--- config.mk ---
export PLATFORM = sky130hd
export DESIGN_NAME = mult_share_arbiter
export DESIGN_NICKNAME = d
export VERILOG_FILES = /design/src/rtl/mult_share_arbiter_pkg.sv /design/src/rtl/mult_share_arbiter_mult.sv /design/src/rtl/mult_share_arbiter.sv
export SDC_FILE = /design/constraint.sdc
export NUM_CORES = 2
export LEC_CHECK = 0
export BUFFER_PORTS_ARGS = -buffer_cell sky130_fd_sc_hd__buf_2
export CAP_MARGIN = 40
export CORE_MARGIN = 2
export CORE_UTILIZATION = 50
export CTS_BUF_LIST = sky130_fd_sc_hd__clkbuf_2
export DETAILED_ROUTE_END_ITERATION = 8
export GPL_TIMING_DRIVEN = 0
export PLACE_DENSITY = 0.67
export SYNTH_ARGS = -nofsm -noshare
export SYNTH_HDL_FRONTEND = slang
export SYNTH_HIERARCHICAL = 1
export SYNTH_SLANG_ARGS = --single-unit
export TNS_END_PERCENT = 1
--- constraint.sdc ---
create_clock -name clk -period 19.4 [get_ports clk]
set_clock_uncertainty 0.1 [all_clocks]
set_input_delay 0.97 -clock clk [delete_from_list [all_inputs] [get_ports clk]]
set_output_delay 0.97 -clock clk [all_outputs]
set_load 0.03 [all_outputs]
--- src/rtl/mult_share_arbiter_pkg.sv ---
// Shared definitions for the multiplier-sharing arbiter: requester limits and the round-robin pick.
// Optional feature macro used by this slice: MULT_ARB_LOCK_EN.
package mult_arb_pkg;

  localparam int unsigned MAX_REQ   = 8;
  localparam int unsigned MAX_IDX_W = 3;

  // Index width for a given requester count; a single requester still needs one tag bit.
  function automatic int unsigned idx_w(input int unsigned n);
    return (n > 1) ? $clog2(n) : 1;
  endfunction

  // First set bit of req, searching upward from ptr and wrapping modulo n.
  function automatic logic [MAX_IDX_W-1:0] rr_pick(input logic [MAX_REQ-1:0] req,
                                                   input logic [MAX_IDX_W-1:0] ptr,
                                                   input int unsigned n);
    logic [MAX_IDX_W-1:0] win;
    logic                 found;
    int unsigned          k;
    win   = '0;
    found = 1'b0;
    k     = 0;
    for (int unsigned i = 0; i < MAX_REQ; i++) begin
      if (i < n && !found) begin
        k = (ptr + i) % n;
        if (req[k[MAX_IDX_W-1:0]]) begin
          win   = k[MAX_IDX_W-1:0];
          found = 1'b1;
        end
      end
    end
    return win;
  endfunction

endpackage

--- src/rtl/mult_share_arbiter_mult.sv ---
// Behavioural stand-in for the mult_gen_0 IP: signed A*B, LATENCY register stages, synchronous clear.
module mult_gen_0 #(
  parameter int unsigned A_WIDTH = 25,
  parameter int unsigned B_WIDTH = 25,
  parameter int unsigned LATENCY = 1
) (
  input  logic                              CLK,
  input  logic                              SCLR,
  input  logic signed [A_WIDTH-1:0]         A,
  input  logic signed [B_WIDTH-1:0]         B,
  output logic signed [A_WIDTH+B_WIDTH-1:0] P
);

  logic signed [A_WIDTH+B_WIDTH-1:0] pipe [LATENCY];

  always_ff @(posedge CLK) begin
    if (SCLR) begin
      for (int unsigned i = 0; i < LATENCY; i++) pipe[i] <= '0;
    end else begin
      pipe[0] <= A * B;
      for (int unsigned i = 1; i < LATENCY; i++) pipe[i] <= pipe[i-1];
    end
  end

  assign P = pipe[LATENCY-1];

endmodule

--- src/rtl/mult_share_arbiter.sv ---
// Round-robin arbiter sharing one pipelined mult_gen_0 among NUM_REQ requesters, results tagged back.
// Define MULT_ARB_LOCK_EN to add the lock input (winner may hold the multiplier for back-to-back ops).
module mult_share_arbiter
  import mult_arb_pkg::*;
#(
  parameter int unsigned NUM_REQ   = 2,
  parameter int unsigned COEF_SIZE = 25,
  parameter int unsigned DATA_SIZE = 25,
  parameter int unsigned MULT_LAT  = 1
) (
  input  logic                                clk,
  input  logic                                reset_n,
  input  logic [NUM_REQ-1:0]                  req,
  input  logic [NUM_REQ*COEF_SIZE-1:0]        a_in,
  input  logic [NUM_REQ*DATA_SIZE-1:0]        b_in,
`ifdef MULT_ARB_LOCK_EN
  input  logic [NUM_REQ-1:0]                  lock,
`endif
  output logic [NUM_REQ-1:0]                  gnt,
  output logic [NUM_REQ-1:0]                  res_valid,
  output logic signed [COEF_SIZE+DATA_SIZE-1:0] res_out
);

  localparam int unsigned IDX_W = idx_w(NUM_REQ);

  logic [IDX_W-1:0]              rr_ptr;
  logic [IDX_W-1:0]              win;
  logic [IDX_W-1:0]              ptr_nxt;
  logic [MAX_REQ-1:0]            req_ext;
  logic                          any_gnt;
  logic signed [COEF_SIZE-1:0]   mult_a;
  logic signed [DATA_SIZE-1:0]   mult_b;

  logic [MULT_LAT-1:0]            tag_vld;
  logic [MULT_LAT-1:0][IDX_W-1:0] tag_idx;

  always_comb begin
    req_ext              = '0;
    req_ext[NUM_REQ-1:0] = req;
    win     = IDX_W'(rr_pick(req_ext, MAX_IDX_W'(rr_ptr), NUM_REQ));
    any_gnt = reset_n && (|req);
  end

  always_comb begin
    gnt    = '0;
    mult_a = '0;
    mult_b = '0;
    if (any_gnt) begin
      gnt[win] = 1'b1;
      mult_a   = a_in[win*COEF_SIZE +: COEF_SIZE];
      mult_b   = b_in[win*DATA_SIZE +: DATA_SIZE];
    end
  end

  // A locked winner parks the pointer on itself so the next search starts (and ends) there.
  always_comb begin
    ptr_nxt = (win == IDX_W'(NUM_REQ - 1)) ? '0 : win + 1'b1;
`ifdef MULT_ARB_LOCK_EN
    if (lock[win]) ptr_nxt = win;
`endif
  end

  always_ff @(posedge clk) begin
    if (!reset_n) begin
      rr_ptr <= '0;
    end else if (any_gnt) begin
      rr_ptr <= ptr_nxt;
    end
  end

  for (genvar s = 0; s < MULT_LAT; s++) begin : g_tag
    always_ff @(posedge clk) begin
      if (!reset_n) begin
        tag_vld[s] <= 1'b0;
        tag_idx[s] <= '0;
      end else if (s == 0) begin
        tag_vld[s] <= any_gnt;
        tag_idx[s] <= win;
      end else begin
        tag_vld[s] <= tag_vld[(s == 0) ? 0 : s-1];
        tag_idx[s] <= tag_idx[(s == 0) ? 0 : s-1];
      end
    end
  end

  always_comb begin
    res_valid = '0;
    if (tag_vld[MULT_LAT-1]) res_valid[tag_idx[MULT_LAT-1]] = 1'b1;
  end

  mult_gen_0 #(
    .A_WIDTH (COEF_SIZE),
    .B_WIDTH (DATA_SIZE),
    .LATENCY (MULT_LAT)
  ) u_mult (
    .CLK  (clk),
    .SCLR (!reset_n),
    .A    (mult_a),
    .B    (mult_b),
    .P    (res_out)
  );

endmodule

==> results by group <==
Layout
  • Fin util: 55.1%
  • Commonest non-fill, non-tap cell in the layout: inv_1
  • Nets: 3937
  • Layout overhead on the synthesized area: 8.64%
  • Filler instances: 4779
  • Share of cells above drive strength 1: 8.73%
  • Most frequent cells in the layout: inv_1 (697), fa_1 (658), nand2_1 (410), and2_1 (322), buf_2 (173)

Pwr
  • Clock power frac: 4.4%
  • P_sw: 1.09 mW
  • Seq pwr share: 8.3%
  • Leakage power: 14.6 nW
  • VDD IR max: 0.000171 V
  • Internal cell power: 0.765 mW
  • Switching share of power: 58.8%
  • Pwr/cell area: 67.2 nW/um^2
  • Part of the power in combinational logic: 87.3%

Timing
  • TNS Setup: 0 ps
  • Slew margin rel.: 31.6%
  • Hold Vio Cnt, Final: 0
  • Slew Limit Fails: 0
  • Min Tclk post-route: 10820 ps
  • RSZ-0062 raised after global routing: false
  • Actual slew at the worst max-slew pin: 1020 ps
  • FMAX: 92.4 MHz
  • Period utilization: 55.8%
  • Hold_ws: 239 ps
  • Final setup fails: 0

Yosys
  • Synth area leader: fa_1
  • Synth Area in Compound Gates: 5.40%
  • Register area share after synthesis: 4.17%
  • Largest cells by area after synthesis: fa_1 (52%), inv_1 (10%), and2_1 (7.9%), ha_1 (6.9%), nand2_1 (6.1%)
  • Mapped Area: 25400 sq um
  • Adder-Cell Fraction of Synth Area: 58.8%
  • Mapped Nets: 3727
  • Largest family of logic cells by synthesized area: adder cells
  • Post-Synth XOR/XNOR Area: 1.76%
  • Avg Synthesized Cell Area: 9.00 sq um
  • Synth unique cells: 65
  • Mapped Cells: 2824
  • Post-synth EDFFs: 0
  • #FFs+latches synth: 53
  • Mux cell area share after synthesis: 0.281%
  • Simple-gate share of the synthesized area: 17.0%
  • Synth top area share: 51.8%
  • Synth Flop Type: dfxtp_1
  • Async SR Flop Fraction: 0%
  • Syn. warnings: 6

Flow run
  • Max-Cap Viols: 0

GRT
  • First-pass GRT wire length: 140000 microns
  • Overflow after GRT: 0
  • Total global-route track usage: 36.5%
  • Largest net degree at the start of global routing: 19
  • Vias in the first global route: 22379
  • Initial antenna violation count: 7

Place
  • Routability cong.: 1.02
  • Port bufs: 156
  • Detailed Place HPWL: 77800 microns

Setup path
  • Crit Path Max Fanout: 10
  • Crit. End Element: register
  • CP arrival: 11380 ps
  • CP Class: register to register
  • CP startpoint kind: register
  • Worst reg2reg setup slack: 8580 ps
  • Crit path required time: 19960 ps

CTS
  • CTS Buf Count: 5
  • Root buf cell: clkbuf_2
  • H-tree depth: 2
  • Clock transition at the registers of the reported paths: 530 ps
  • Post-CTS Resized: 0
  • Hold-fix buffer count after cts: 0
  • Clk_lat worst skew: 820 ps
  • CTS tree: done
  • Post-CTS setup buffer count: 0
  • CTS sink cnt: 53
  • Clock Path Buffers: 2

Floorplanning
  • Die Width: 229 microns
  • Core Area: 50200 sq um
  • Num ports: 158
  • Starting Density: 50.7%
  • Die area: 52700 sq um
  • Die Height: 229 microns
  • Core Rows: 82

Routing
  • Final antenna-violating net count: 0
  • Final WL: 90700 microns
  • Vias per cell: 5.42
  • Drt first pass iters: 6
  • First DRT Iteration DRCs: 1289
  • Wire per inst: 24.4 microns
  • Drt drc: 0
  • DR vias: 20117

Min path
  • Tightest Hold Check Type: input port to register

Outcome
  • Outcome: finished clean
==> synthesized netlist by cell type (4+ instances only) <==
library cell,instances
a21o_1,26
nand2_1,410
a211oi_1,4
xnor2_1,30
o21a_1,6
and2_1,322
nand2b_1,13
o31ai_1,4
o21bai_1,4
nand3_1,7
nor2_1,64
o21ai_0,27
buf_2,16
clkbuf_1,111
and3_1,6
o22ai_1,50
nor3_1,6
a31oi_1,5
xor2_1,21
nor2b_1,30
dfxtp_1,53
buf_6,6
nand4_1,7
fa_1,658
a21oi_1,44
ha_1,141
inv_1,697
==> layout make-up <==
type | count | area, sq um | share of cell area (%)
clock inverter | 3 | 47.5 | 0.172
buffer | 135 | 586 | 2.12
sequential | 53 | 1060 | 3.84
clock buffer | 5 | 25.0 | 0.0906
multi-input combinational | 1938 | 21200 | 76.7
timing repair buffer | 203 | 1230 | 4.45
antenna | 7 | 17.5 | 0.0634
inverter | 698 | 2620 | 9.49
tap | 672 | 841 | 3.04
==> critical path, cell delays in order, from the launching register on <==
cell and delay, ps:
dfxtp_1 450, nand2_1 80, nand2_1 170, buf_2 250, o22ai_1 570, buf_4 280
clkbuf_1 630, nand2_1 150, fa_1 640, fa_1 590, inv_1 50, fa_1 490
fa_1 600, fa_1 460, fa_1 500, inv_1 50, fa_1 470, inv_1 40
ha_1 370, nand2_1 340, nor4_1 940, o2111ai_1 610, a21oi_1 890, o21ai_2 170
nand2_1 230, a31oi_1 160, mux2_1 330
==> layer usage <==
| layer | wire length [microns] | global-route usage [%] |
|---|---|---|
| met4 | 6030 | 19.7 |
| met2 | 44000 | 62.1 |
| met3 | 6720 | 6.84 |
| met1 | 33900 | 43.9 |
| met5 | 27 | 0 |
==> state kept, by name, summed over array words and instances, names as in the netlist <==
signal,cells
tag_idx,1
rr_ptr,1
tag_vld,1
u_mult/pipe,50
==> worst paths after layout <==
kind / to / from / cells after the start
worst max-delay path: u_mult/pipe[0][48]$_SDFF_PP0_ / rr_ptr$_SDFFE_PN0P_ / 26
worst min-delay path: tag_vld$_SDFF_PN0_ / req[1] / 3
worst max register to register: u_mult/pipe[0][48]$_SDFF_PP0_ / rr_ptr$_SDFFE_PN0P_ / 26
worst min register to register: rr_ptr$_SDFFE_PN0P_ / rr_ptr$_SDFFE_PN0P_ / 2
==> per-stage QoR <==
stage | std cells | cell area (sq um) | total power [mW] | setup WS (ps)
floorplan | 2824 | 25400 | 1.26 | 11000
global placement | 3652 | 27000 | 1.72 | 8000
detailed placement | 3699 | 27500 | 1.76 | 8390
CTS | 3707 | 27600 | 1.86 | 9050
global route | 3709 | 27600 | 2.04 | 8570
finish | 3714 | 27600 | 1.86 | 8580
==> power groups by stage <==
stage          logic (mW)  clock network (mW)  registers [mW]
6_report             1.62              0.0816           0.153
5_1_grt              1.79              0.0871           0.158
4_1_cts              1.62              0.0832           0.154
3_5_place_dp         1.60                   0           0.157
3_3_place_gp         1.57                   0           0.156
2_1_floorplan        1.03                   0           0.224
==> logic make-up after synthesis <==
kind of cell / Yosys count
flip-flops: 53
AO/OA/AOI/OAI: 203
adder cells (fa/ha/maj): 799
XOR/XNOR: 51
AND/OR/NAND/NOR: 879
buffers and inverters: 833
multiplexers: 6
No activity file was read; power rests on OpenSTA's default activity.
